### src/rtl/arm_ctrl_fsm_if.sv
// ----------------------------------------------------------------------------
// arm_ctrl_fsm_if
//   Bundle between the ARM-style control unit and its surroundings
//   (instruction issue, ALU, register file, memory and branch unit).
//   slave  : the control unit (arm_ctrl_fsm)
//   master : the environment driving instructions and returning ALU/memory status
// Signals
//   instr[31:0], instr_valid, instr_ready   instruction handshake
//   alu_cpsr[31:0]                          ALU flags, [31:28] = NZCV
//   mem_ack                                 memory completed current LDR/STR
//   alu_ctl[10:0], rn/rm/rd_addr, imm8,     decoded ALU / register-file controls
//   imm_en, cpsr_en, reg_we
//   mem_re, mem_we                          memory requests, held in MEM
//   br_taken, br_offset[23:0], link_we      branch requests, pulsed in WB
//   nzcv[3:0]                               architectural flags
//   done, cond_fail, mem_err                retirement status, pulsed in WB
// ----------------------------------------------------------------------------
interface arm_ctrl_fsm_if;
    logic [31:0] instr;
    logic        instr_valid;
    logic        instr_ready;
    logic [31:0] alu_cpsr;
    logic        mem_ack;
    logic [10:0] alu_ctl;
    logic [3:0]  rn_addr;
    logic [3:0]  rm_addr;
    logic [3:0]  rd_addr;
    logic [7:0]  imm8;
    logic        imm_en;
    logic        cpsr_en;
    logic        reg_we;
    logic        mem_re;
    logic        mem_we;
    logic        br_taken;
    logic [23:0] br_offset;
    logic        link_we;
    logic [3:0]  nzcv;
    logic        done;
    logic        cond_fail;
    logic        mem_err;

    modport master (
        output instr, instr_valid, alu_cpsr, mem_ack,
        input  instr_ready, alu_ctl, rn_addr, rm_addr, rd_addr, imm8, imm_en, cpsr_en,
               reg_we, mem_re, mem_we, br_taken, br_offset, link_we, nzcv, done,
               cond_fail, mem_err
    );

    modport slave (
        input  instr, instr_valid, alu_cpsr, mem_ack,
        output instr_ready, alu_ctl, rn_addr, rm_addr, rd_addr, imm8, imm_en, cpsr_en,
               reg_we, mem_re, mem_we, br_taken, br_offset, link_we, nzcv, done,
               cond_fail, mem_err
    );
endinterface

### src/rtl/arm_ctrl_fsm.sv
// ----------------------------------------------------------------------------
// arm_ctrl_fsm
//   Multi-cycle control unit for an ARM-style datapath. Accepts one instruction
//   per handshake in IDLE, decodes it in DECODE (condition checked against NZCV),
//   drives the ALU in EXEC, waits for memory in MEM (LDR/STR only, with timeout)
//   and retires in WB. Owns the NZCV register, loaded from the ALU flags.
// Ports
//   clk    : clock, rising edge
//   rst_n  : asynchronous reset, active low
//   bus    : arm_ctrl_fsm_if.slave (handshake, ALU, memory, branch, status)
// Parameters
//   MEM_TIMEOUT : max cycles spent in MEM waiting for mem_ack (>= 1)
//   CNT_W       : width of the MEM wait counter (must hold MEM_TIMEOUT)
// ----------------------------------------------------------------------------
module arm_ctrl_fsm #(
    parameter int unsigned MEM_TIMEOUT = 16,
    parameter int unsigned CNT_W       = 5
) (
    input  logic           clk,
    input  logic           rst_n,
    arm_ctrl_fsm_if.slave  bus
);

    localparam logic [2:0] ST_IDLE   = 3'd0;
    localparam logic [2:0] ST_DECODE = 3'd1;
    localparam logic [2:0] ST_EXEC   = 3'd2;
    localparam logic [2:0] ST_MEM    = 3'd3;
    localparam logic [2:0] ST_WB     = 3'd4;

    localparam logic [10:0] CTL_ADD = 11'd0;
    localparam logic [10:0] CTL_SUB = 11'd2;
    localparam logic [10:0] CTL_AND = 11'd3;
    localparam logic [10:0] CTL_ORR = 11'd4;
    localparam logic [10:0] CTL_EOR = 11'd5;
    localparam logic [10:0] CTL_MOV = 11'd6;
    localparam logic [10:0] CTL_MVN = 11'd7;
    localparam logic [10:0] CTL_CMP = 11'd8;
    localparam logic [10:0] CTL_TST = 11'd9;
    localparam logic [10:0] CTL_TEQ = 11'd10;
    localparam logic [10:0] CTL_BIC = 11'd11;
    localparam logic [10:0] CTL_B   = 11'd31;
    localparam logic [10:0] CTL_BL  = 11'd32;
    localparam logic [10:0] CTL_LDR = 11'd41;
    localparam logic [10:0] CTL_STR = 11'd42;

    logic [2:0]       r_state;
    logic [2:0]       w_state_next;
    logic [31:0]      r_instr;
    logic [10:0]      r_alu_ctl;
    logic [3:0]       r_rn;
    logic [3:0]       r_rm;
    logic [3:0]       r_rd;
    logic [7:0]       r_imm8;
    logic             r_imm_en;
    logic             r_flag_set;
    logic             r_wr_pend;
    logic             r_is_mem;
    logic             r_is_load;
    logic             r_is_br;
    logic             r_is_link;
    logic [23:0]      r_br_offset;
    logic [3:0]       r_nzcv;
    logic             r_cond_fail;
    logic             r_mem_err;
    logic [CNT_W-1:0] r_cnt;

    logic             w_nop;
    logic [10:0]      w_ctl;
    logic             w_test_op;
    logic             w_cond_ok;
    logic [CNT_W-1:0] w_cnt_inc;
    logic             w_timeout;

    // N=f[3] Z=f[2] C=f[1] V=f[0]
    function automatic logic cond_pass(input logic [3:0] c, input logic [3:0] f);
        logic res;
        unique case (c)
            4'b0000: res = f[2];
            4'b0001: res = !f[2];
            4'b0010: res = f[1];
            4'b0011: res = !f[1];
            4'b0100: res = f[3];
            4'b0101: res = !f[3];
            4'b0110: res = f[0];
            4'b0111: res = !f[0];
            4'b1000: res = f[1] && !f[2];
            4'b1001: res = !f[1] || f[2];
            4'b1010: res = (f[3] == f[0]);
            4'b1011: res = (f[3] != f[0]);
            4'b1100: res = !f[2] && (f[3] == f[0]);
            4'b1101: res = f[2] || (f[3] != f[0]);
            4'b1110: res = 1'b1;
            default: res = 1'b0;
        endcase
        return res;
    endfunction

    // Decode of the latched instruction; consumed only in DECODE.
    always_comb begin
        w_nop     = 1'b0;
        w_ctl     = CTL_ADD;
        w_test_op = 1'b0;
        unique case (r_instr[27:26])
            2'b00: begin
                unique case (r_instr[24:21])
                    4'b0000: w_ctl = CTL_AND;
                    4'b0001: w_ctl = CTL_EOR;
                    4'b0010: w_ctl = CTL_SUB;
                    4'b0100: w_ctl = CTL_ADD;
                    4'b1000: begin w_ctl = CTL_TST; w_test_op = 1'b1; end
                    4'b1001: begin w_ctl = CTL_TEQ; w_test_op = 1'b1; end
                    4'b1010: begin w_ctl = CTL_CMP; w_test_op = 1'b1; end
                    4'b1100: w_ctl = CTL_ORR;
                    4'b1101: w_ctl = CTL_MOV;
                    4'b1110: w_ctl = CTL_BIC;
                    4'b1111: w_ctl = CTL_MVN;
                    default: w_nop = 1'b1;
                endcase
            end
            2'b01:   w_ctl = r_instr[20] ? CTL_LDR : CTL_STR;
            2'b10:   w_ctl = r_instr[24] ? CTL_BL : CTL_B;
            default: w_nop = 1'b1;
        endcase
    end

    assign w_cond_ok = cond_pass(r_instr[31:28], r_nzcv);
    assign w_cnt_inc = r_cnt + 1'b1;
    assign w_timeout = (w_cnt_inc == CNT_W'(MEM_TIMEOUT));

    always_comb begin
        w_state_next = r_state;
        case (r_state)
            ST_IDLE:   if (bus.instr_valid) w_state_next = ST_DECODE;
            // Failed condition and NOPs retire without touching the datapath.
            ST_DECODE: w_state_next = (!w_cond_ok || w_nop) ? ST_WB : ST_EXEC;
            ST_EXEC:   w_state_next = r_is_mem ? ST_MEM : ST_WB;
            ST_MEM:    if (bus.mem_ack || w_timeout) w_state_next = ST_WB;
            ST_WB:     w_state_next = ST_IDLE;
            default:   w_state_next = ST_IDLE;
        endcase
    end

    always_ff @(posedge clk or negedge rst_n) begin
        if (!rst_n) begin
            r_state     <= ST_IDLE;
            r_instr     <= '0;
            r_alu_ctl   <= '0;
            r_rn        <= '0;
            r_rm        <= '0;
            r_rd        <= '0;
            r_imm8      <= '0;
            r_imm_en    <= 1'b0;
            r_flag_set  <= 1'b0;
            r_wr_pend   <= 1'b0;
            r_is_mem    <= 1'b0;
            r_is_load   <= 1'b0;
            r_is_br     <= 1'b0;
            r_is_link   <= 1'b0;
            r_br_offset <= '0;
            r_nzcv      <= '0;
            r_cond_fail <= 1'b0;
            r_mem_err   <= 1'b0;
            r_cnt       <= '0;
        end else begin
            r_state <= w_state_next;
            case (r_state)
                ST_IDLE: begin
                    if (bus.instr_valid) r_instr <= bus.instr;
                end
                ST_DECODE: begin
                    r_cond_fail <= !w_cond_ok;
                    if (w_cond_ok && !w_nop) begin
                        r_alu_ctl  <= w_ctl;
                        r_rn       <= r_instr[19:16];
                        r_rd       <= r_instr[15:12];
                        r_rm       <= r_instr[3:0];
                        r_imm8     <= r_instr[7:0];
                        r_imm_en   <= (r_instr[27:26] == 2'b00) && r_instr[25];
                        r_flag_set <= (r_instr[27:26] == 2'b00) && (r_instr[20] || w_test_op);
                        r_wr_pend  <= ((r_instr[27:26] == 2'b00) && !w_test_op) ||
                                      ((r_instr[27:26] == 2'b01) && r_instr[20]);
                        r_is_mem   <= (r_instr[27:26] == 2'b01);
                        r_is_load  <= (r_instr[27:26] == 2'b01) && r_instr[20];
                        r_is_br    <= (r_instr[27:26] == 2'b10);
                        r_is_link  <= (r_instr[27:26] == 2'b10) && r_instr[24];
                        if (r_instr[27:26] == 2'b10) r_br_offset <= r_instr[23:0];
                    end
                end
                ST_EXEC: begin
                    r_cnt <= '0;
                    if (r_flag_set) r_nzcv <= bus.alu_cpsr[31:28];
                end
                ST_MEM: begin
                    r_cnt <= w_cnt_inc;
                    // An ack arriving on the last allowed cycle still wins.
                    if (!bus.mem_ack && w_timeout) r_mem_err <= 1'b1;
                end
                ST_WB: begin
                    r_alu_ctl   <= '0;
                    r_rn        <= '0;
                    r_rm        <= '0;
                    r_rd        <= '0;
                    r_imm8      <= '0;
                    r_imm_en    <= 1'b0;
                    r_flag_set  <= 1'b0;
                    r_wr_pend   <= 1'b0;
                    r_is_mem    <= 1'b0;
                    r_is_load   <= 1'b0;
                    r_is_br     <= 1'b0;
                    r_is_link   <= 1'b0;
                    r_br_offset <= '0;
                    r_cond_fail <= 1'b0;
                    r_mem_err   <= 1'b0;
                    r_cnt       <= '0;
                end
                default: ;
            endcase
        end
    end

    assign bus.instr_ready = (r_state == ST_IDLE);
    assign bus.alu_ctl     = r_alu_ctl;
    assign bus.rn_addr     = r_rn;
    assign bus.rm_addr     = r_rm;
    assign bus.rd_addr     = r_rd;
    assign bus.imm8        = r_imm8;
    assign bus.imm_en      = r_imm_en;
    assign bus.cpsr_en     = (r_state == ST_EXEC) && r_flag_set;
    assign bus.reg_we      = (r_state == ST_WB) && r_wr_pend && !r_mem_err;
    assign bus.mem_re      = (r_state == ST_MEM) && r_is_load;
    assign bus.mem_we      = (r_state == ST_MEM) && r_is_mem && !r_is_load;
    assign bus.br_taken    = (r_state == ST_WB) && r_is_br;
    assign bus.br_offset   = r_br_offset;
    assign bus.link_we     = (r_state == ST_WB) && r_is_link;
    assign bus.nzcv        = r_nzcv;
    assign bus.done        = (r_state == ST_WB);
    assign bus.cond_fail   = (r_state == ST_WB) && r_cond_fail;
    assign bus.mem_err     = (r_state == ST_WB) && r_mem_err;

endmodule

### src/flat_wrapper.sv
// flat-port wrapper written by rule: the top's interface ports become plain ports
module arm_ctrl_fsm_flat 
#(
    parameter int unsigned MEM_TIMEOUT = 16,
    parameter int unsigned CNT_W       = 5
)
  (clk, rst_n, bus_instr, bus_instr_valid, bus_alu_cpsr, bus_mem_ack, bus_instr_ready, bus_alu_ctl, bus_rn_addr, bus_rm_addr, bus_rd_addr, bus_imm8, bus_imm_en, bus_cpsr_en, bus_reg_we, bus_mem_re, bus_mem_we, bus_br_taken, bus_br_offset, bus_link_we, bus_nzcv, bus_done, bus_cond_fail, bus_mem_err);
  arm_ctrl_fsm_if bus_i ();
  input  logic clk;
  input  logic rst_n;
  input wire logic [$bits(bus_i.instr)-1:0] bus_instr;
  input wire logic [$bits(bus_i.instr_valid)-1:0] bus_instr_valid;
  input wire logic [$bits(bus_i.alu_cpsr)-1:0] bus_alu_cpsr;
  input wire logic [$bits(bus_i.mem_ack)-1:0] bus_mem_ack;
  output wire logic [$bits(bus_i.instr_ready)-1:0] bus_instr_ready;
  output wire logic [$bits(bus_i.alu_ctl)-1:0] bus_alu_ctl;
  output wire logic [$bits(bus_i.rn_addr)-1:0] bus_rn_addr;
  output wire logic [$bits(bus_i.rm_addr)-1:0] bus_rm_addr;
  output wire logic [$bits(bus_i.rd_addr)-1:0] bus_rd_addr;
  output wire logic [$bits(bus_i.imm8)-1:0] bus_imm8;
  output wire logic [$bits(bus_i.imm_en)-1:0] bus_imm_en;
  output wire logic [$bits(bus_i.cpsr_en)-1:0] bus_cpsr_en;
  output wire logic [$bits(bus_i.reg_we)-1:0] bus_reg_we;
  output wire logic [$bits(bus_i.mem_re)-1:0] bus_mem_re;
  output wire logic [$bits(bus_i.mem_we)-1:0] bus_mem_we;
  output wire logic [$bits(bus_i.br_taken)-1:0] bus_br_taken;
  output wire logic [$bits(bus_i.br_offset)-1:0] bus_br_offset;
  output wire logic [$bits(bus_i.link_we)-1:0] bus_link_we;
  output wire logic [$bits(bus_i.nzcv)-1:0] bus_nzcv;
  output wire logic [$bits(bus_i.done)-1:0] bus_done;
  output wire logic [$bits(bus_i.cond_fail)-1:0] bus_cond_fail;
  output wire logic [$bits(bus_i.mem_err)-1:0] bus_mem_err;
  assign bus_i.instr = bus_instr;
  assign bus_i.instr_valid = bus_instr_valid;
  assign bus_i.alu_cpsr = bus_alu_cpsr;
  assign bus_i.mem_ack = bus_mem_ack;
  assign bus_instr_ready = bus_i.instr_ready;
  assign bus_alu_ctl = bus_i.alu_ctl;
  assign bus_rn_addr = bus_i.rn_addr;
  assign bus_rm_addr = bus_i.rm_addr;
  assign bus_rd_addr = bus_i.rd_addr;
  assign bus_imm8 = bus_i.imm8;
  assign bus_imm_en = bus_i.imm_en;
  assign bus_cpsr_en = bus_i.cpsr_en;
  assign bus_reg_we = bus_i.reg_we;
  assign bus_mem_re = bus_i.mem_re;
  assign bus_mem_we = bus_i.mem_we;
  assign bus_br_taken = bus_i.br_taken;
  assign bus_br_offset = bus_i.br_offset;
  assign bus_link_we = bus_i.link_we;
  assign bus_nzcv = bus_i.nzcv;
  assign bus_done = bus_i.done;
  assign bus_cond_fail = bus_i.cond_fail;
  assign bus_mem_err = bus_i.mem_err;
  arm_ctrl_fsm #(.MEM_TIMEOUT(MEM_TIMEOUT), .CNT_W(CNT_W)) u_core (.clk(clk), .rst_n(rst_n), .bus(bus_i));
endmodule
### config.mk
export PLATFORM = sky130hd
export DESIGN_NAME = arm_ctrl_fsm_flat
export DESIGN_NICKNAME = d
export VERILOG_FILES = /design/src/rtl/arm_ctrl_fsm_if.sv /design/src/rtl/arm_ctrl_fsm.sv /design/src/flat_wrapper.sv
export SDC_FILE = /design/constraint.sdc
export NUM_CORES = 1
export LEC_CHECK = 0
export ABC_AREA = 0
export BUFFER_PORTS_ARGS = -buffer_cell sky130_fd_sc_hd__buf_2
export CORE_ASPECT_RATIO = 1.4
export CORE_MARGIN = 10
export CORE_UTILIZATION = 52
export CTS_CLUSTER_DIAMETER = 60
export DETAILED_ROUTE_END_ITERATION = 10
export PLACE_DENSITY = 0.8
export SYNTH_ARGS = -nofsm -noshare
export SYNTH_HDL_FRONTEND = slang
export SYNTH_SLANG_ARGS = --single-unit
### constraint.sdc
create_clock -name clk -period 2.75 [get_ports clk]
set_clock_uncertainty 0.1 [all_clocks]
set_input_delay 0.275 -clock clk [delete_from_list [all_inputs] [get_ports clk]]
set_output_delay 0.275 -clock clk [all_outputs]
set_load 0.02 [all_outputs]
==> summary by stage, run 1 <==
Status
The flow ran to the end, and the final reports show no timing, DRC or antenna violations.

Setup path
Data on the critical path is required at its endpoint by 2.87 ns. In this run the worst path has a maximum fanout of 24. The startpoint of the worst register-to-register path is u_core.r_instr[26]. The worst setup path is captured at a register. The worst setup path is launched from a register. In this design, the stage delay of the slowest critical-path cell is 0.43 ns.

The minimum setup slack among reg-to-reg paths is 0.27 ns. The worst setup path is of the reg2reg kind. The slowest stage of the critical path is the sky130_fd_sc_hd__dfrtp_1 cell. In this run the critical register-to-register path is captured at u_core.bus.br_offset[6].

Measured in cells, the most critical reg-to-reg path has a length of 7. The arrival time at the worst endpoint is 2.60 ns. The signal on the critical path passes through inv_1, ha_1, o32ai_1, a311oi_2, nand3_2, o21a_4, a22o_1.

Power and ir drop
The combinational group share of total power is 42.9%. The clock network power share is 18.9%. The power dissipated by switching net loads is 0.00282 W. Power spread over the standard cell area amounts to 1230 nW/um^2. The internal power summed over all cells is 0.00400 W. The largest vdd supply drop is 0.781 mV. The sequential share of power is 38.2%. Net switching is 41.3% of the power. The leakage component of the power is 2.97 nW.

Global route
The number of antenna violations at the first check in global routing was 0. Across every metal layer, demand over resource in global routing totals 16.9%. The number of global-route vias before repair is 3778.

The first global-routing pass estimated 18.8 mm of wire. The aggregate global routing overflow is 0. The pin count of the biggest net entering global routing is 56.

Routing
The count of nets left with antenna violations once routing finished came out at 0. The final wirelength is 11.0 mm. Dividing the detail-routed via count by the number of cells gives 5.49. The number of vias after detailed routing is 3501.

Dividing the detail-routed wire length by the instance count gives 17.3 um. The detailed router finished its first iteration with 209 violations. The number of detailed-routing iterations run before antenna repair is 4. For this run, design rule violations remaining after detail routing come to 0.

Die
The floorplan core area is 8930 um^2. Pin placement for this block handled 138 I/O pins. The effective utilization at floorplan is 52.7%.

The number of standard-cell rows in the floorplan is 41. The width of the chip is 100 um. The floorplan step defined a die boundary enclosing 13300 um^2. Measured along the y axis, the die boundary spans 133 um.

Synth
The post-synthesis sequential element count is 99. The area share of the largest cell type after synthesis is 52.7%. The count of distinct cell types in the synthesized netlist is 56. The biggest area contributor in the post-synthesis netlist is sky130_fd_sc_hd__dfrtp_1. The post-synthesis area per instance is 10.8 um^2.

The total number of yosys warnings is 0. Counting flops with an async set or reset pin after synthesis yields a share of 100%. Sequential elements use 52.7% of the synthesized area.

Yosys mapped a number of flops with a built-in enable equal to 0. Synthesis produced a netlist whose cell count is 435. The netlist area before placement is 4700 um^2.

In the post-synthesis netlist, the biggest area contributors are sky130_fd_sc_hd__dfrtp_1 53%, sky130_fd_sc_hd__mux2i_1 6.2%, sky130_fd_sc_hd__nand2_1 5.7%. In the synthesized netlist the dominant register cell turns out to be sky130_fd_sc_hd__dfrtp_1.

STA
Based on the critical path, the design can be clocked at up to 404 MHz. The post-route setup TNS is 0 ns. The total count of hold-check failures in the final report came to 0. The worst max-slew margin expressed relative to the limit is 60.0%.

The final setup violation count is 0. The minimum period implied by the final worst setup slack is 2.48 ns. Setup repair after global routing left no endpoint under its margin.

The worst-margin pin slew is 0.600 ns. After layout, the worst path uses 90.1% of the clock period. The number of max-slew violations in the final report is 0.

Clock network
The clock net in this run drives a total of 99 sinks. No sink is reached through more buffers than the 2 on the longest clock path. The latest clock arrival within the worst-skew pair is 0.34 ns. Once the clock tree was built, the setup fixing pass inserted 0 buffers. TritonCTS built the clock tree. Clock-pin slew was measured on the worst setup and hold paths at 0.07 ns.

After clock tree synthesis, the flow added hold-fix buffers numbering 1. CTS built an H-tree with a depth of 3. Once the clock tree was built, the resizer swapped 0 gates to a different size. The master cell of the clock root buffer is sky130_fd_sc_hd__clkbuf_16. Clock tree synthesis inserted a total of 9 buffers.

Run
The tool flagged a number of max-cap violations equal to 0.

Placement
In this run, placement finished with an instance count of 621. The routability congestion estimate is 0.830. The half-perimeter wire length after detailed placement is 8.14 mm.

The count of input and output buffers is 104.

Min path
The worst hold path endpoint is u_core.r_instr[6]. The count of cells along the worst hold path is 3. The start point of the worst min-delay path is bus_instr[6]. The classification of the worst-slack hold path is in2reg.

Layout
The non-filler instance count after layout is 638. From synthesis to final layout, the design area changed by 17.7%. The number of antenna diodes in the final layout is 0.

Cells with a size suffix above 1 make up 29.6% of the layout. The number of nets in the layout is 599.
-- sequential cells by signal (all words and copies together), names as in the netlist --
| register | cells |
|---|---|
| u_core.bus.imm8 | 8 |
| u_core.r_instr | 32 |
| u_core.r_state | 3 |
| u_core.r_mem_err | 1 |
| u_core.r_cond_fail | 1 |
| u_core.r_cnt | 5 |
| u_core.r_wr_pend | 1 |
| u_core.r_flag_set | 1 |
| u_core.bus.nzcv | 4 |
| u_core.bus.imm_en | 1 |
| u_core.bus.alu_ctl | 6 |
| u_core.r_is_link | 1 |
| u_core.bus.rn_addr | 4 |
| u_core.r_is_br | 1 |
| u_core.r_is_load | 1 |
| u_core.r_is_mem | 1 |
| u_core.bus.rd_addr | 4 |
| u_core.bus.br_offset | 24 |
-- stage by stage --
stage | cell area, um^2 | worst slack (ns) | hold WS [ns] | util (%) | power, W
2_1_floorplan | 4720 | 0.504 | -0.121 | - | 0.00478
3_3_place_gp | 5210 | 0.345 | 0.218 | 58.4 | 0.00545
3_5_place_dp | 5210 | 0.313 | 0.227 | 58.4 | 0.00558
4_1_cts | 5540 | 0.290 | 0.0311 | 62.0 | 0.00690
5_1_grt | 5540 | 0.130 | 0.0474 | 62.0 | 0.00733
6_report | 5540 | 0.272 | 0.0401 | 62.0 | 0.00682
-- critical path, delay by kind of cell, from the launching register on --
| family | cells | cell delay, ns |
|---|---|---|
| flip-flops | 1 | 0.43 |
| buffers and inverters | 1 | 0.12 |
| AND/OR/NAND/NOR | 1 | 0.17 |
| adder cells (fa/ha/maj) | 1 | 0.37 |
| AO/OA/AOI/OAI | 4 | 1.18 |
-- synthesized netlist by cell type, drive strengths merged (2+ instances only) --
cell type,n
and3,6
nand2b,5
clkbuf,17
a22o,27
nand3,4
inv,27
nor2b,3
o211ai,4
ha,5
o21ai,36
mux2i,29
a211oi,5
dfrtp,99
and2,2
nand4,2
nor3b,3
a31oi,2
mux2,17
a41oi,3
a32o,3
nor2,13
and4b,3
o21a,3
buf,22
nand2,71
a21oi,5
-- power groups by stage --
stage	combinational [W]	clock, W	sequential, W
3_5_place_dp	0.00296	0	0.00262
5_1_grt	0.00324	0.00138	0.00271
6_report	0.00293	0.00129	0.00261
4_1_cts	0.00297	0.00133	0.00260
2_1_floorplan	0.00204	0	0.00273
3_3_place_gp	0.00287	0	0.00258
-- layout by cell type (no fill, tap or decap), types with 2 or more instances in the layout --
| cell type | n |
|---|---|
| sky130_fd_sc_hd__a31oi_1 | 2 |
| sky130_fd_sc_hd__o21ai_0 | 35 |
| sky130_fd_sc_hd__a41oi_1 | 3 |
| sky130_fd_sc_hd__ha_1 | 5 |
| sky130_fd_sc_hd__a32o_1 | 3 |
| sky130_fd_sc_hd__and3_1 | 6 |
| sky130_fd_sc_hd__o211ai_1 | 3 |
| sky130_fd_sc_hd__a21oi_1 | 5 |
| sky130_fd_sc_hd__nand4_1 | 2 |
| sky130_fd_sc_hd__nand2b_1 | 5 |
| sky130_fd_sc_hd__nor2b_1 | 3 |
| sky130_fd_sc_hd__clkinvlp_4 | 3 |
| sky130_fd_sc_hd__mux2_2 | 15 |
| sky130_fd_sc_hd__and4b_1 | 3 |
| sky130_fd_sc_hd__inv_1 | 27 |
| sky130_fd_sc_hd__a211oi_1 | 5 |
| sky130_fd_sc_hd__buf_12 | 2 |
| sky130_fd_sc_hd__a22o_1 | 27 |
| sky130_fd_sc_hd__dfrtp_1 | 99 |
| sky130_fd_sc_hd__nor3b_1 | 3 |
| sky130_fd_sc_hd__nand3_2 | 2 |
| sky130_fd_sc_hd__buf_2 | 103 |
| sky130_fd_sc_hd__clkbuf_16 | 9 |
| sky130_fd_sc_hd__nand3_1 | 2 |
| sky130_fd_sc_hd__nand2_1 | 71 |
| sky130_fd_sc_hd__o21a_1 | 2 |
| sky130_fd_sc_hd__nor2_1 | 12 |
| sky130_fd_sc_hd__mux2i_1 | 29 |
| sky130_fd_sc_hd__mux2_4 | 2 |
| sky130_fd_sc_hd__conb_1 | 5 |
| sky130_fd_sc_hd__buf_4 | 9 |
-- layer usage --
metal | vias to the layer above | track usage, % | part of all wire (%)
li1 | 1668 | - | -
met5 | - | 0 | 0
met2 | 83 | 28.5 | 51
met1 | 1739 | 20.0 | 41
met3 | 11 | 5.00 | 6.4
met4 | 0 | 5.28 | 1.3
-- layout make-up --
class                      count  area [um^2]
clock buffer                  10          239
clock inverter                 6         72.6
inverter                      27          101
multi-input combinational    274         1880
sequential                    99         2480
tap                          107          134
fill                         776         3390
timing repair buffer         115          633
-- worst max path at each step --
stage,startpoint,to,slack (ns),depth (start not counted)
global route,u_core.r_instr[26],u_core.bus.br_offset[9],0.13,7
floorplan,u_core.r_state[2],u_core.r_instr[10],0.50,6
finish,u_core.r_instr[26],u_core.bus.br_offset[6],0.27,7
detailed placement,u_core.r_instr[26],u_core.bus.br_offset[7],0.31,7
global placement,u_core.r_instr[26],u_core.bus.br_offset[6],0.35,7
CTS,u_core.r_instr[26],u_core.bus.br_offset[9],0.29,7
-- cell families after synthesis --
family / Yosys count / synth area share, %
AO/OA/AOI/OAI: 99 / 15.5
buffers and inverters: 66 / 7.72
XOR/XNOR: 2 / 0.373
other: 1 / 0.0798
AND/OR/NAND/NOR: 117 / 11.9
multiplexers: 46 / 10.4
adder cells (fa/ha/maj): 5 / 1.33
flip-flops: 99 / 52.7
No activity file was read; power rests on OpenSTA's default activity.
==> run 2, diff against run 1 <==
Settings changed: BUFFER_PORTS_ARGS -buffer_cell sky130_fd_sc_hd__buf_2 to -buffer_cell sky130_fd_sc_hd__clkbuf_2.
==> run 2 against run 1 <==
Compared with the run above:
- utilization is 0.22 points higher
- first-iteration DRC count is 26% higher
- flip-flop and latch count stayed put
- wire length grew 0.49%
- die area unchanged
- non-clock buffer count is the same
- combinational power barely moved
- largest power group unchanged
- highest routed layer unchanged
==> summary by stage, run 2 (synthesized netlist as in run 1, its figures left out) <==
Status
The run finished with clean final reports.

STA
The final setup violation count was 0 (unchanged). Setup repair after global routing left no endpoint under its margin. The minimum period implied by the final worst setup slack is 2.52 ns (+0.0397 ns). The total count of hold-check failures in the final report is 0 (unchanged).

The maximum clock rate is 397 MHz (-1.6%). The post-route setup TNS is 0 ns (unchanged). The worst-margin pin slew is 0.636 ns (+0.0362 ns).

The number of max-slew violations in the final report is 0 (unchanged). The part of the cycle the worst path needs is 91.5% (+1.4 points). The worst max-slew margin expressed relative to the limit is 57.6% (-2.4 points).

Die
The effective utilization at floorplan is 52.7% (unchanged). The number of standard-cell rows in the floorplan came to 41 (unchanged). The boundary pin count is 138 (unchanged). The floorplan core area was 8930 um^2 (unchanged). The width of the chip is 100 um (unchanged).

The vertical extent of the die was 133 um (unchanged). The overall die area is 13300 um^2 (unchanged).

Routing
The final wirelength is 11.1 mm (+0.49%). The average via count per standard cell is 5.52 (+0.51%). The number of detailed-routing iterations run before antenna repair is 4 (unchanged). The post-detailed-route DRC marker count was 0 (unchanged). The number of DRC violations after detailed-routing iteration 0 is 263 (+26%). The number of routed nets with antenna violations is 0 (unchanged).

The number of vias after detailed routing is 3519 (+0.51%). The routed length per placed instance is 17.3 um (+0.49%).

Global route
The number of antenna violations at the first check in global routing is 0 (unchanged). The total global routing track utilization is 16.7% (-0.18 points). The number of global-route vias before repair is 3717 (-1.6%). The pin count of the biggest net entering global routing is 65 (+16%). The aggregate global routing overflow was 0 (unchanged). The first-pass GRT wire length was 18.4 mm (-2.2%).

Setup path
The minimum setup slack among reg-to-reg paths was 0.23 ns (-0.04 ns). The worst setup path is of the reg2reg kind. STA classifies the critical path endpoint as a register.

The cell depth of the worst setup path is 7 (unchanged). The required time at the worst-slack endpoint is 2.88 ns (about the same). The top fanout value on the critical path was 24 (unchanged). The cell with the largest stage delay on the worst path is sky130_fd_sc_hd__a311oi_2. Walking the worst path, the cells encountered are inv_1, ha_1, o32ai_1, a311oi_2, nand3_2, o21a_4, a22o_1. STA classifies the critical path startpoint as a register. The arrival time at the worst endpoint is 2.65 ns (+0.05 ns).

The highest cell delay on the worst timing path is 0.48 ns (+0.05 ns). The cell type group with the largest total delay on the critical path is compound AO/OA/AOI/OAI gates. The number of buffers and inverters on the critical path is 1 (unchanged). The worst-case reg-to-reg path depth came to 7 (unchanged).

Clock network
The post-CTS setup-driven buffer insertion count is 0 (unchanged). The latest clock arrival within the worst-skew pair came to 0.34 ns (about the same). The total number of H-tree levels is 3 (unchanged). The number of resized instances in the post-cts repair step is 0 (unchanged).

The root buffer cell chosen for the clock tree is sky130_fd_sc_hd__clkbuf_16. The total clock buffers created by CTS came to 9 (unchanged). The number of buffers on the longest clock path is 2 (unchanged). The clock sink count was 99 (unchanged). TritonCTS built the clock tree. The clock slew at the register clock pins of the worst setup and hold paths is 0.07 ns (about the same).

Layout
The post-route cell area was 5560 um^2 (+0.36%). The number of flip-flops under the largest register name is 32 (unchanged). The count of antenna diodes in the layout is 0 (unchanged).

The fraction of layout instances using a drive strength above 1 is 29.6% (unchanged). The non-filler instance count after layout is 638 (unchanged). Leaving out fill and tap cells, the most frequent cell in the layout is sky130_fd_sc_hd__clkbuf_2. In the layout the commonest cells are 103 x sky130_fd_sc_hd__clkbuf_2, 99 x sky130_fd_sc_hd__dfrtp_1, 71 x sky130_fd_sc_hd__nand2_1. The post-layout utilization of the core came to 62.2% (+0.22 points). The area growth from synthesis to layout is 18.1%.

The number of nets in the layout is 599 (unchanged). The most flop-heavy register is u_core.r_instr.

Power and ir drop
The leakage component of the power is 2.95 nW (-0.79%). The largest vdd supply drop is 0.810 mV (+3.8%). The cell area power density came to 1250 nW/um^2 (+1.3%).

Placement
The instance area at placement is 5210 um^2 (unchanged). The routability congestion estimate is 0.831 (about the same). The half-perimeter wire length after detailed placement is 8.16 mm (+0.21%).

The count of input and output buffers is 104 (unchanged). The number of cells in the design after placement is 621 (unchanged).

Run
The number of max-cap violations is 0 (unchanged).

Min path
The path class of the tightest hold or removal check is in2reg. The count of cells along the worst hold path was 3 (unchanged).
[run 2: repair_timing]
action / in CTS / in global routing
hold buffers: 1 / 0
hold endpoints to repair: 35 / 0
setup endpoints to repair: 0 / 0
[run 2: area by class of cell]
type	instances	area, um^2
clock inverter	7	106
fill	746	3370
multi-input combinational	274	1880
inverter	27	101
sequential	99	2480
tap	107	134
timing repair buffer	115	633
clock buffer	9	225
[run 2: report_power, final]
part / total (W) / switching (W) / internal (W)
Combinational: 0.00294 / 0.00173 / 0.00121
Sequential: 0.00262 / 0.000573 / 0.00205
Clock: 0.00138 / 0.000569 / 0.000815
[run 2: worst reg2reg max path: cells and delay by family, from the launching register on]
family,cells,cell delay (ns)
buffers and inverters,1,0.12
DFF,1,0.42
and+or+nand+nor,1,0.18
AOI/OAI and AO/OA,4,1.22
adders and majority gates,1,0.37
[run 2: layer usage]
| layer | vias to the layer above | GRT usage [%] | wire [um] |
|---|---|---|---|
| met5 | - | 0 | 0 |
| met4 | 0 | 7.24 | 146 |
| met3 | 10 | 4.01 | 667 |
| met2 | 90 | 27.4 | 5770 |
| met1 | 1738 | 20.3 | 4480 |
| li1 | 1681 | - | - |
[run 2: through the flow]
stage          total power [W]  hold WS, ns  worst slack (ns)
2_1_floorplan          0.00478       -0.121             0.504
3_3_place_gp           0.00547        0.163             0.338
3_5_place_dp           0.00560        0.177             0.259
4_1_cts                0.00701       0.0268             0.226
5_1_grt                0.00742       0.0354            0.0660
6_report               0.00694       0.0344             0.233
[run 2: worst paths after layout]
check / startpoint / to
max in group asynchronous: rst_n / u_core.r_instr[24]
worst max-delay path: u_core.r_instr[26] / u_core.bus.br_offset[6]
worst min-delay path: bus_instr[21] / u_core.r_instr[21]
worst max register to register: u_core.r_instr[26] / u_core.bus.br_offset[6]
worst min register to register: u_core.r_instr[8] / u_core.bus.br_offset[8]
min in group asynchronous: rst_n / u_core.r_instr[31]
==> run 3, diff against run 2 <==
Clock period 2.75 ns to 2.85 ns, I/O delays scaled along.
==> run 3 against run 2 <==
Compared with the run above:
- worst setup slack improved by 0.089 ns
- clock power fell by 7%
- first-iteration DRC count fell by 22%
- critical path depth did not move
- final cell count fell by 0.16%
- utilization fell by 0.24 points
- critical endpoint is now u_core.bus.br_offset[4]
- largest power group unchanged
==> summary by stage, run 3 (synthesized netlist as in run 1, its figures left out) <==
Layout
The area taken by multi-input logic gates is 1880 um^2 (unchanged). The library cell used most frequently in the layout, excluding fill and tap cells, is sky130_fd_sc_hd__clkbuf_2. Leaving out fill and tap cells, the most frequent cells in the layout are 103 x sky130_fd_sc_hd__clkbuf_2, 99 x sky130_fd_sc_hd__dfrtp_1, 71 x sky130_fd_sc_hd__nand2_1. The number of flip-flops under the largest register name was 32 (unchanged). The fraction of layout instances using a drive strength above 1 is 29.2% (-0.32 points). The count of antenna diodes in the layout is 0 (unchanged). The layout overhead on the synthesized area is 17.7%. u_core.r_instr holds more flip-flops than any other register. The number of nets in the layout is 598 (-0.17%). The total of fill cells in the finished design is 772 (+3.5%). The area of all sequential standard cells came to 2480 um^2 (unchanged).

STA
The number of max-slew violations in the final report is 0 (unchanged). The worst max-slew margin expressed relative to the limit came to 57.0% (-0.54 points). The post-route setup TNS came to 0 ns (unchanged).

The worst-margin pin slew is 0.644 ns (+0.00817 ns). The final setup violation count came to 0 (unchanged). The part of the cycle the worst path needs came to 88.7% (-2.8 points). Setup repair after global routing left no endpoint under its margin.

The total count of hold-check failures in the final report is 0 (unchanged). The maximum clock rate is 395 MHz (-0.45%). The minimum period implied by the final worst setup slack came to 2.53 ns (+0.0113 ns).

Clock network
The total clock buffers created by CTS is 9 (unchanged). The clock sink count is 99 (unchanged). TritonCTS built the clock tree. The number of buffers on the longest clock path is 2 (unchanged). The tree is rooted in a sky130_fd_sc_hd__clkbuf_16. The total number of H-tree levels is 3 (unchanged). The latest clock arrival within the worst-skew pair came to 0.34 ns (about the same).

The clock slew at the register clock pins of the worst setup and hold paths is 0.07 ns (about the same). The number of resized instances in the post-cts repair step is 0 (unchanged).

Setup path
The category of the critical setup timing path is reg2reg. STA classifies the critical path endpoint as a register. STA classifies the critical path startpoint as a register. The required time at the worst-slack endpoint came to 2.97 ns (+0.09 ns).

The top fanout value on the critical path is 24 (unchanged). The arrival time at the worst endpoint is 2.65 ns (about the same).

Routing
The final wirelength is 11.2 mm (+1.5%). The post-detailed-route DRC marker count came to 0 (unchanged). The routed length per placed instance is 17.6 um (+1.7%).

The number of detailed-routing iterations run before antenna repair came to 4 (unchanged). The number of routed nets with antenna violations is 0 (unchanged). The average via count per standard cell is 5.65 (+2.4%).

The number of vias after detailed routing is 3597 (+2.2%). The number of DRC violations after detailed-routing iteration 0 is 204 (-22%).

Placement
The count of input and output buffers was 104 (unchanged). The routability congestion estimate is 0.850 (+2.3%). The half-perimeter wire length after detailed placement is 8.21 mm (+0.62%).

Die
The vertical extent of the die is 133 um (unchanged). The boundary pin count is 138 (unchanged). The overall die area is 13300 um^2 (unchanged). The effective utilization at floorplan is 52.7% (unchanged). The number of standard-cell rows in the floorplan is 41 (unchanged). The floorplan core area was 8930 um^2 (unchanged). The width of the chip is 100 um (unchanged).

Power and ir drop
The cell area power density was 1200 nW/um^2 (-3.7%). The total power is 0.00666 W (-4.1%). The leakage component of the power is 2.93 nW (-0.65%). The largest vdd supply drop is 0.879 mV (+8.5%).

Global route
The number of global-route vias before repair was 3712 (-0.13%). The first-pass GRT wire length is 18.9 mm (+2.7%). The aggregate global routing overflow was 0 (unchanged). The number of antenna violations at the first check in global routing is 0 (unchanged). The total global routing track utilization is 17.2% (+0.50 points). The pin count of the biggest net entering global routing is 63 (-3.1%).

Min path
The classification of the worst-slack hold path is in2reg.

Status
The run finished with clean final reports.

Run
The number of max-cap violations was 0 (unchanged).
run 3: changes by cell type in the layout (fill, tap and decap cells not counted), sizes merged:
cell / before / now
inv: 31 / 28
clkinvlp: 0 / 2
buf: 11 / 10
clkbuf: 112 / 113
run 3: path summary, 6_finish.rpt:
check	start	to	slack, ns	cells past startpoint
max in group asynchronous	rst_n	u_core.r_instr[6]	1.60	3
min in group asynchronous	rst_n	u_core.r_instr[31]	0.35	2
setup / recovery	u_core.r_instr[26]	u_core.bus.br_offset[4]	0.32	7
hold reg to reg	u_core.r_instr[18]	u_core.bus.br_offset[18]	0.40	1
hold / removal	bus_instr[16]	u_core.r_instr[16]	0.05	3
setup reg to reg	u_core.r_instr[26]	u_core.bus.br_offset[4]	0.32	7
run 3: worst max-delay path, stage by stage (launching register included):
cell	delay [ns]
sky130_fd_sc_hd__dfrtp_1	0.42
sky130_fd_sc_hd__inv_1	0.12
sky130_fd_sc_hd__ha_1	0.37
sky130_fd_sc_hd__o32ai_1	0.18
sky130_fd_sc_hd__a311oi_2	0.46
sky130_fd_sc_hd__nand3_2	0.18
sky130_fd_sc_hd__o21a_4	0.35
sky130_fd_sc_hd__a22o_1	0.23
run 3: per-stage QoR:
stage	setup WS (ns)	instance area [um^2]	utilization (%)	std cells	hold WS [ns]
2_1_floorplan	0.604	4720	-	439	-0.111
3_3_place_gp	0.440	5210	58.3	620	0.182
3_5_place_dp	0.328	5210	58.3	620	0.197
4_1_cts	0.300	5530	62.0	637	0.0379
5_1_grt	0.171	5530	62.0	637	0.0663
6_report	0.321	5530	62.0	637	0.0508
run 3: routing by layer:
metal  vias to the layer above  track usage (%)  routed length [um]
li1                       1679                -                   -
met1                      1807             21.2                4520
met2                       100             28.2                5850
met3                        11             4.95                 722
met4                         0             5.51                 140
met5                         -                0                   0
run 3: repair_timing:
action	in CTS	in global routing
setup endpoints to repair	0	0
endpoints found under the hold margin	37	0
setup buffers	0	0
hold buffers	1	0
run 3: area by class of cell:
class | instances | share of cell area [%]
clock buffer | 10 | 4.14
clock inverter | 6 | 1.61
inverter | 27 | 1.83
multi-input combinational | 274 | 33.9
sequential | 99 | 44.8
tap | 107 | 2.42
timing repair buffer | 114 | 11.3
run 3: power breakdown:
part,switching [W],total (W),leakage (nW),internal (W)
registers,0.000570,0.00255,1.30,0.00198
logic,0.00166,0.00282,1.48,0.00116
clock network,0.000519,0.00129,0.149,0.000771
total,0.00275,0.00666,2.93,0.00391
